<file path="config.mk">
export PLATFORM = sky130hd
export DESIGN_NAME = mem_arbiter
export DESIGN_NICKNAME = d
export VERILOG_FILES = /design/src/rtl/arb_pkg.sv /design/src/rtl/rr_picker.sv /design/src/rtl/mem_arbiter.sv
export SDC_FILE = /design/constraint.sdc
export NUM_CORES = 1
export LEC_CHECK = 0
export ABC_AREA = 1
export CORE_AREA = 2 2 121 123
export CTS_BUF_LIST = sky130_fd_sc_hd__clkbuf_8
export CTS_CLUSTER_SIZE = 14
export DETAILED_ROUTE_END_ITERATION = 8
export DIE_AREA = 0 0 123 125
export GPL_TIMING_DRIVEN = 0
export PLACE_DENSITY_LB_ADDON = 0.25
export SLEW_MARGIN = 20
export SYNTH_ARGS = -nofsm -noshare
export SYNTH_HDL_FRONTEND = slang
export SYNTH_SLANG_ARGS = --single-unit
</file>
<file path="constraint.sdc">
create_clock -name clk -period 2.4 [get_ports clk]
set_clock_uncertainty 0.05 [all_clocks]
set_input_delay 0.36 -clock clk [delete_from_list [all_inputs] [get_ports clk]]
set_output_delay 0.36 -clock clk [all_outputs]
set_load 0.01 [all_outputs]
</file>
<file path="src/rtl/arb_pkg.sv">
// Shared types and constants for the memory arbiter and its picker.
package arb_pkg;

  typedef enum logic [1:0] {
    ARB_IDLE  = 2'b00,
    ARB_READ  = 2'b01,
    ARB_WRITE = 2'b10
  } arb_state_e;

  localparam logic ARB_MODE_RR    = 1'b0;
  localparam logic ARB_MODE_FIXED = 1'b1;

endpackage

</file>
<file path="src/rtl/rr_picker.sv">
// Combinational N-way request picker: round-robin from a start pointer,
// or fixed priority (lowest index wins) when mode selects it.
module rr_picker
  import arb_pkg::*;
#(
  parameter  int N     = 2,
  localparam int IDX_W = (N > 1) ? $clog2(N) : 1
) (
  input  logic [N-1:0]     req,
  input  logic [IDX_W-1:0] start_ptr,
  input  logic             mode,
  output logic [N-1:0]     grant_onehot,
  output logic [IDX_W-1:0] grant_idx,
  output logic             grant_valid
);

  logic [IDX_W-1:0] base_s;
  logic [IDX_W:0]   cand_s;

  // Walk the request vector from the base index, wrapping modulo N.
  always_comb begin
    grant_onehot = {N{1'b0}};
    grant_idx    = {IDX_W{1'b0}};
    grant_valid  = 1'b0;
    cand_s       = {(IDX_W+1){1'b0}};
    if (mode == ARB_MODE_FIXED) begin
      base_s = {IDX_W{1'b0}};
    end else begin
      base_s = start_ptr;
    end
    for (int i = 0; i < N; i++) begin
      cand_s = {1'b0, base_s} + (IDX_W+1)'(i);
      if (cand_s >= (IDX_W+1)'(N)) begin
        cand_s = cand_s - (IDX_W+1)'(N);
      end else begin
        cand_s = cand_s;
      end
      if (!grant_valid && req[cand_s[IDX_W-1:0]]) begin
        grant_valid                          = 1'b1;
        grant_idx                            = cand_s[IDX_W-1:0];
        grant_onehot[cand_s[IDX_W-1:0]]      = 1'b1;
      end else begin
        grant_valid = grant_valid;
      end
    end
  end

endmodule

</file>
<file path="src/rtl/mem_arbiter.sv">
// N-to-1 arbiter sharing one memory between several masters, one
// transaction at a time, with registered downstream request outputs.
module mem_arbiter
  import arb_pkg::*;
#(
  parameter  int NUM_MASTERS = 2,
  parameter  int ADDR_WIDTH  = 32,
  parameter  int DATA_WIDTH  = 32,
  parameter  int ARB_MODE    = 0,
  localparam int STRB_WIDTH  = DATA_WIDTH / 8
) (
  input  logic                   clk,
  input  logic                   reset,
  input  logic [ADDR_WIDTH-1:0]  m_address      [NUM_MASTERS],
  input  logic [NUM_MASTERS-1:0] m_read_enable,
  output logic [DATA_WIDTH-1:0]  m_read_data    [NUM_MASTERS],
  output logic [NUM_MASTERS-1:0] m_read_valid,
  input  logic [NUM_MASTERS-1:0] m_write_enable,
  input  logic [DATA_WIDTH-1:0]  m_write_data   [NUM_MASTERS],
  input  logic [STRB_WIDTH-1:0]  m_write_wstrb  [NUM_MASTERS],
  output logic [NUM_MASTERS-1:0] m_write_ready,
  output logic [ADDR_WIDTH-1:0]  mem_address,
  output logic                   mem_read_enable,
  input  logic [DATA_WIDTH-1:0]  mem_read_data,
  input  logic                   mem_read_valid,
  output logic                   mem_write_enable,
  output logic [DATA_WIDTH-1:0]  mem_write_data,
  output logic [STRB_WIDTH-1:0]  mem_write_wstrb,
  input  logic                   mem_write_ready
);

  localparam int IDX_W = $clog2(NUM_MASTERS);

  arb_state_e             state_r;
  logic [IDX_W-1:0]       grant_r;
  logic [IDX_W-1:0]       rr_ptr_r;
  logic [NUM_MASTERS-1:0] req_s;
  logic [NUM_MASTERS-1:0] pick_onehot_s;
  logic [IDX_W-1:0]       pick_idx_s;
  logic                   pick_valid_s;
  logic                   mode_s;
  logic                   pick_write_s;

  function automatic logic [IDX_W-1:0] next_ptr(input logic [IDX_W-1:0] idx);
    if (idx == IDX_W'(NUM_MASTERS - 1)) begin
      return {IDX_W{1'b0}};
    end else begin
      return idx + IDX_W'(1);
    end
  endfunction

  assign mode_s = (ARB_MODE == 1) ? ARB_MODE_FIXED : ARB_MODE_RR;
  assign req_s  = m_read_enable | m_write_enable;

  rr_picker #(
    .N (NUM_MASTERS)
  ) u_picker (
    .req          (req_s),
    .start_ptr    (rr_ptr_r),
    .mode         (mode_s),
    .grant_onehot (pick_onehot_s),
    .grant_idx    (pick_idx_s),
    .grant_valid  (pick_valid_s)
  );

  // A master asserting both read and write gets its write served first.
  assign pick_write_s = |(pick_onehot_s & m_write_enable);

  // Transaction FSM with latched downstream request registers.
  always_ff @(posedge clk) begin
    if (reset) begin
      state_r          <= ARB_IDLE;
      grant_r          <= {IDX_W{1'b0}};
      rr_ptr_r         <= {IDX_W{1'b0}};
      mem_address      <= {ADDR_WIDTH{1'b0}};
      mem_read_enable  <= 1'b0;
      mem_write_enable <= 1'b0;
      mem_write_data   <= {DATA_WIDTH{1'b0}};
      mem_write_wstrb  <= {STRB_WIDTH{1'b0}};
    end else begin
      case (state_r)
        ARB_IDLE: begin
          if (pick_valid_s) begin
            grant_r         <= pick_idx_s;
            mem_address     <= m_address[pick_idx_s];
            mem_write_data  <= m_write_data[pick_idx_s];
            mem_write_wstrb <= m_write_wstrb[pick_idx_s];
            if (pick_write_s) begin
              mem_write_enable <= 1'b1;
              state_r          <= ARB_WRITE;
            end else begin
              mem_read_enable <= 1'b1;
              state_r         <= ARB_READ;
            end
          end
        end
        ARB_READ: begin
          if (mem_read_valid) begin
            mem_read_enable <= 1'b0;
            rr_ptr_r        <= next_ptr(grant_r);
            state_r         <= ARB_IDLE;
          end
        end
        ARB_WRITE: begin
          if (mem_write_ready) begin
            mem_write_enable <= 1'b0;
            rr_ptr_r         <= next_ptr(grant_r);
            state_r          <= ARB_IDLE;
          end
        end
        default: begin
          mem_read_enable  <= 1'b0;
          mem_write_enable <= 1'b0;
          state_r          <= ARB_IDLE;
        end
      endcase
    end
  end

  // Read data is broadcast; only the granted master sees a valid pulse.
  always_comb begin
    for (int i = 0; i < NUM_MASTERS; i++) begin
      m_read_data[i] = mem_read_data;
    end
  end

  // Completion pass-through, gated by state and grant.
  always_comb begin
    m_read_valid  = {NUM_MASTERS{1'b0}};
    m_write_ready = {NUM_MASTERS{1'b0}};
    if (reset) begin
      m_read_valid  = {NUM_MASTERS{1'b0}};
      m_write_ready = {NUM_MASTERS{1'b0}};
    end else if (state_r == ARB_READ) begin
      m_read_valid[grant_r] = mem_read_valid;
    end else if (state_r == ARB_WRITE) begin
      m_write_ready[grant_r] = mem_write_ready;
    end else begin
      m_read_valid  = {NUM_MASTERS{1'b0}};
      m_write_ready = {NUM_MASTERS{1'b0}};
    end
  end

endmodule

</file>
==> results.sh <==
export IMPL_antenna_cells_inserted=0
export IMPL_area_of_the_core_um2=14200
export IMPL_grt_max_degree=12
export IMPL_seqPwrFrac=0.335
export IMPL_gr_total_overflow=0
export IMPL_power_frac_clock=0.187
export IMPL_synth_common_cells="sky130_fd_sc_hd__nand2_1 (151), sky130_fd_sc_hd__dfxtp_1 (74), sky130_fd_sc_hd__buf_4 (66)"
export IMPL_endpoint_kind="output port"
export IMPL_floorplan_die_area_um2=15400
export IMPL_met3_wirelength_um=1030
export IMPL_top_layer_used="met4"
export IMPL_met1Wirelength_um=5850
export IMPL_start_util=0.328
export IMPL_family_with_the_most_delay_on_the_worst_path="buffers and inverters"
export IMPL_detailed_place_hpwl_um=11200
export IMPL_cp_required_ns=1.99
export IMPL_syn_instance_count=567
export IMPL_tritoncts_num_buffers=9
export IMPL_floorplan_die_width_um=123
export IMPL_power_per_cell_area_nw_per_um2=607
export IMPL_wire_length_of_the_first_global_routing_pass_um=22100
export IMPL_wire_per_inst_um=13.8
export IMPL_detail_route_iter0_violations=149
export IMPL_setup_worst_path_class="register to output port"
export IMPL_syn_to_final_growth_pct=68.9
export IMPL_critical_path_buf_inv_count=2
export IMPL_synth_ff_type="sky130_fd_sc_hd__dfxtp_1"
export IMPL_syn_num_nets=743
export IMPL_type_of_the_tightest_min_delay_check="input port to register"
export IMPL_pre_cts_setup_slack_ns=0.298
export IMPL_fmax_mhz=443
export IMPL_yosysSeqAreaShare=0.318
export IMPL_gpl_final_weighted_congestion=0.758
export IMPL_finalWirelength_um=14400
export IMPL_post_synth_top_area_fraction=0.318
export IMPL_leak_pwr_nw=3.64
export IMPL_final_layout_size_suffix_gt1_frac=0.318
export IMPL_synthTopCellsByArea="sky130_fd_sc_hd__dfxtp_1 (32%), sky130_fd_sc_hd__o211ai_2 (13%), sky130_fd_sc_hd__nand2_1 (12%)"
export IMPL_floorplan_io_pins=314
export IMPL_timing_critical_path_from_type="register"
export IMPL_dr_wl_met2_um=7200
export IMPL_critPathSlowestCell="sky130_fd_sc_hd__clkdlybuf4s50_1"
export IMPL_worst_path_largest_cell_delay_ns=0.57
export IMPL_cts_hold_repair_buffers=0
export IMPL_critical_path_reg2reg_startpoint="rr_ptr_r"
export IMPL_worst_endpoint_arrival_ns=1.85
export IMPL_final_worst_path_cycle_share=0.941
export IMPL_switching_share=0.349
export IMPL_cell_count_post_placement=1031
export IMPL_total_power_mw=4.77
export IMPL_ff2ff_setup_slack_ns=0.86
export IMPL_setup_viol=0
export IMPL_worstMarginPinSlew_ns=0.569
export IMPL_clock_insertion_delay_worst_skew_ns=0.37
export IMPL_clkTransAtPathRegs_ns=0.08
export IMPL_avgSynthCellArea_um2=8.21
export IMPL_relSlewSlack=0.620
export IMPL_rsz0062_at_grt="false"
export IMPL_postLayoutCoreUtil=0.554
export IMPL_ir_drop_mv=0.245
export IMPL_slew_viol_final=0
export IMPL_num_vias=4592
export IMPL_synthMostInstantiatedCell="sky130_fd_sc_hd__nand2_1"
export IMPL_port_buffer_count=280
export IMPL_worst_hold_path_endpoint="state_r[0]"
export IMPL_grt_util_all_layers=0.185
export IMPL_vias_in_the_first_global_route=4498
export IMPL_grt_antenna_before_repair=0
export IMPL_async_reset_ff_frac=0
export IMPL_synth_lib_cells_used_distinct=26
export IMPL_routed_via_density=4.39
export IMPL_fillerInstances=1354
export IMPL_cts_path_max_buffers=2
export IMPL_rows=44
export IMPL_net_switching_power_mw=1.67
export IMPL_crit_cells=5
export IMPL_critical_path_max_fanout=3
export IMPL_ys_seq_elements=74
export IMPL_tns_ns=0
export IMPL_num_nets_final=1034
export IMPL_worst_hold_path_num_cells=2
export IMPL_cell_internal_power_dissipation_mw=3.11
export IMPL_period_minus_slack_ns=2.26
export IMPL_layoutNonFillerInstCount=1046
export IMPL_cts_root_buffer_cell="sky130_fd_sc_hd__clkbuf_8"
export IMPL_clock_sinks=74
export IMPL_die_h_um=125
export IMPL_route_detailed_drc=0
export IMPL_drt_antenna_violating_nets=0
export IMPL_crit_chain="inv_1, nor2_2, nand2_1, nor3_1, clkdlybuf4s50_1"
export IMPL_drt_pass1_iter_count=4
export IMPL_drv_max_cap_violation_count=0
export IMPL_synth_edff_count=0
export IMPL_combPwrFrac=0.478
export IMPL_holdCritStartpoint="reset"
export IMPL_synth_yosys_warnings=0
export IMPL_tritoncts="yes"
export IMPL_htreeDepth=3
export IMPL_finalWorstSetupSlack_ns=0.141
export IMPL_synthesis_area_um2=4660
export IMPL_reg2regPathDepth=8
export IMPL_status="finished, final reports clean"
export IMPL_yosysTopAreaCell="sky130_fd_sc_hd__dfxtp_1"
export IMPL_final_hold_viol_count=0
export IMPL_critical_path_reg2reg_endpoint="mem_address[10]"
## how the worst max path moves through the flow
stage / endpoint / slack [ns] / start
floorplan: m_read_valid[0] / 1.06 / state_r[0]
CTS: m_read_valid[1] / 0.09 / state_r[0]
global placement: m_write_ready[1] / 0.32 / mem_write_ready
global route: m_write_ready[1] / 0.01 / state_r[1]
finish: m_write_ready[0] / 0.14 / state_r[1]
detailed placement: m_write_ready[0] / 0.30 / mem_write_ready
## registers in the layout, summed over array words and instances, names as in the netlist
| signal | flops |
|---|---|
| grant_r | 1 |
| mem_address | 32 |
| mem_read_enable | 1 |
| mem_write_data | 32 |
| mem_write_enable | 1 |
| mem_write_wstrb | 4 |
| rr_ptr_r | 1 |
| state_r | 2 |
## cell usage in the layout (no fill, tap or decap), types with 3 or more instances in the layout
| master | instances |
|---|---|
| sky130_fd_sc_hd__clkbuf_8 | 11 |
| sky130_fd_sc_hd__clkbuf_1 | 7 |
| sky130_fd_sc_hd__inv_1 | 20 |
| sky130_fd_sc_hd__nor3_1 | 5 |
| sky130_fd_sc_hd__clkdlybuf4s50_1 | 280 |
| sky130_fd_sc_hd__inv_2 | 60 |
| sky130_fd_sc_hd__nand2_1 | 151 |
| sky130_fd_sc_hd__buf_2 | 11 |
| sky130_fd_sc_hd__buf_12 | 5 |
| sky130_fd_sc_hd__nor2_1 | 6 |
| sky130_fd_sc_hd__o211ai_2 | 50 |
| sky130_fd_sc_hd__nand3_2 | 50 |
| sky130_fd_sc_hd__dfxtp_1 | 73 |
| sky130_fd_sc_hd__buf_6 | 10 |
| sky130_fd_sc_hd__o211ai_1 | 18 |
| sky130_fd_sc_hd__a21oi_1 | 3 |
| sky130_fd_sc_hd__nand3_1 | 20 |
| sky130_fd_sc_hd__buf_4 | 66 |
## kinds of logic after synthesis
kind of cell / after synthesis / synth area share
AND/OR/NAND/NOR: 236 / 0.266
buffers and inverters: 179 / 0.236
AO/OA/AOI/OAI: 78 / 0.179
flip-flops: 74 / 0.318
## stage by stage
step	hold WS, ns	area, um2
3_3_place_gp	0.399	7690
3_5_place_dp	0.403	7690
6_report	0.288	7870
5_1_grt	0.312	7870
2_1_floorplan	0.409	4660
4_1_cts	0.262	7860
## layout make-up
class                   count  area, um2  area share
plain buffers             101        808       0.103
clock buffers              11        151      0.0192
clock inverters             4       20.0     0.00254
inverters                  78        293      0.0372
multi-input cells         314       2080       0.264
flip-flops and latches     74       1480       0.188
well taps                 184        230      0.0293
repair buffers            280       2800       0.356
## power by group through the flow
stage	registers, mW	clock network, mW	logic, mW
floorplan	1.73	0	1.19
global placement	1.62	0	2.29
detailed placement	1.63	0	2.31
CTS	1.60	0.929	2.32
global route	1.63	0.976	2.47
finish	1.60	0.892	2.28
## timing repair
action	in CTS	in global routing
setup endpoints to repair	0	4
gates resized for setup	0	3
setup buffers	0	0
endpoints found under the hold margin	0	0
## routing by layer
layer,global-route usage,up-vias
li1,-,2338
met1,0.213,2060
met2,0.325,175
met3,0.0438,19
met4,0.0769,0
met5,0,-
Power figures use the tool's default switching activity.
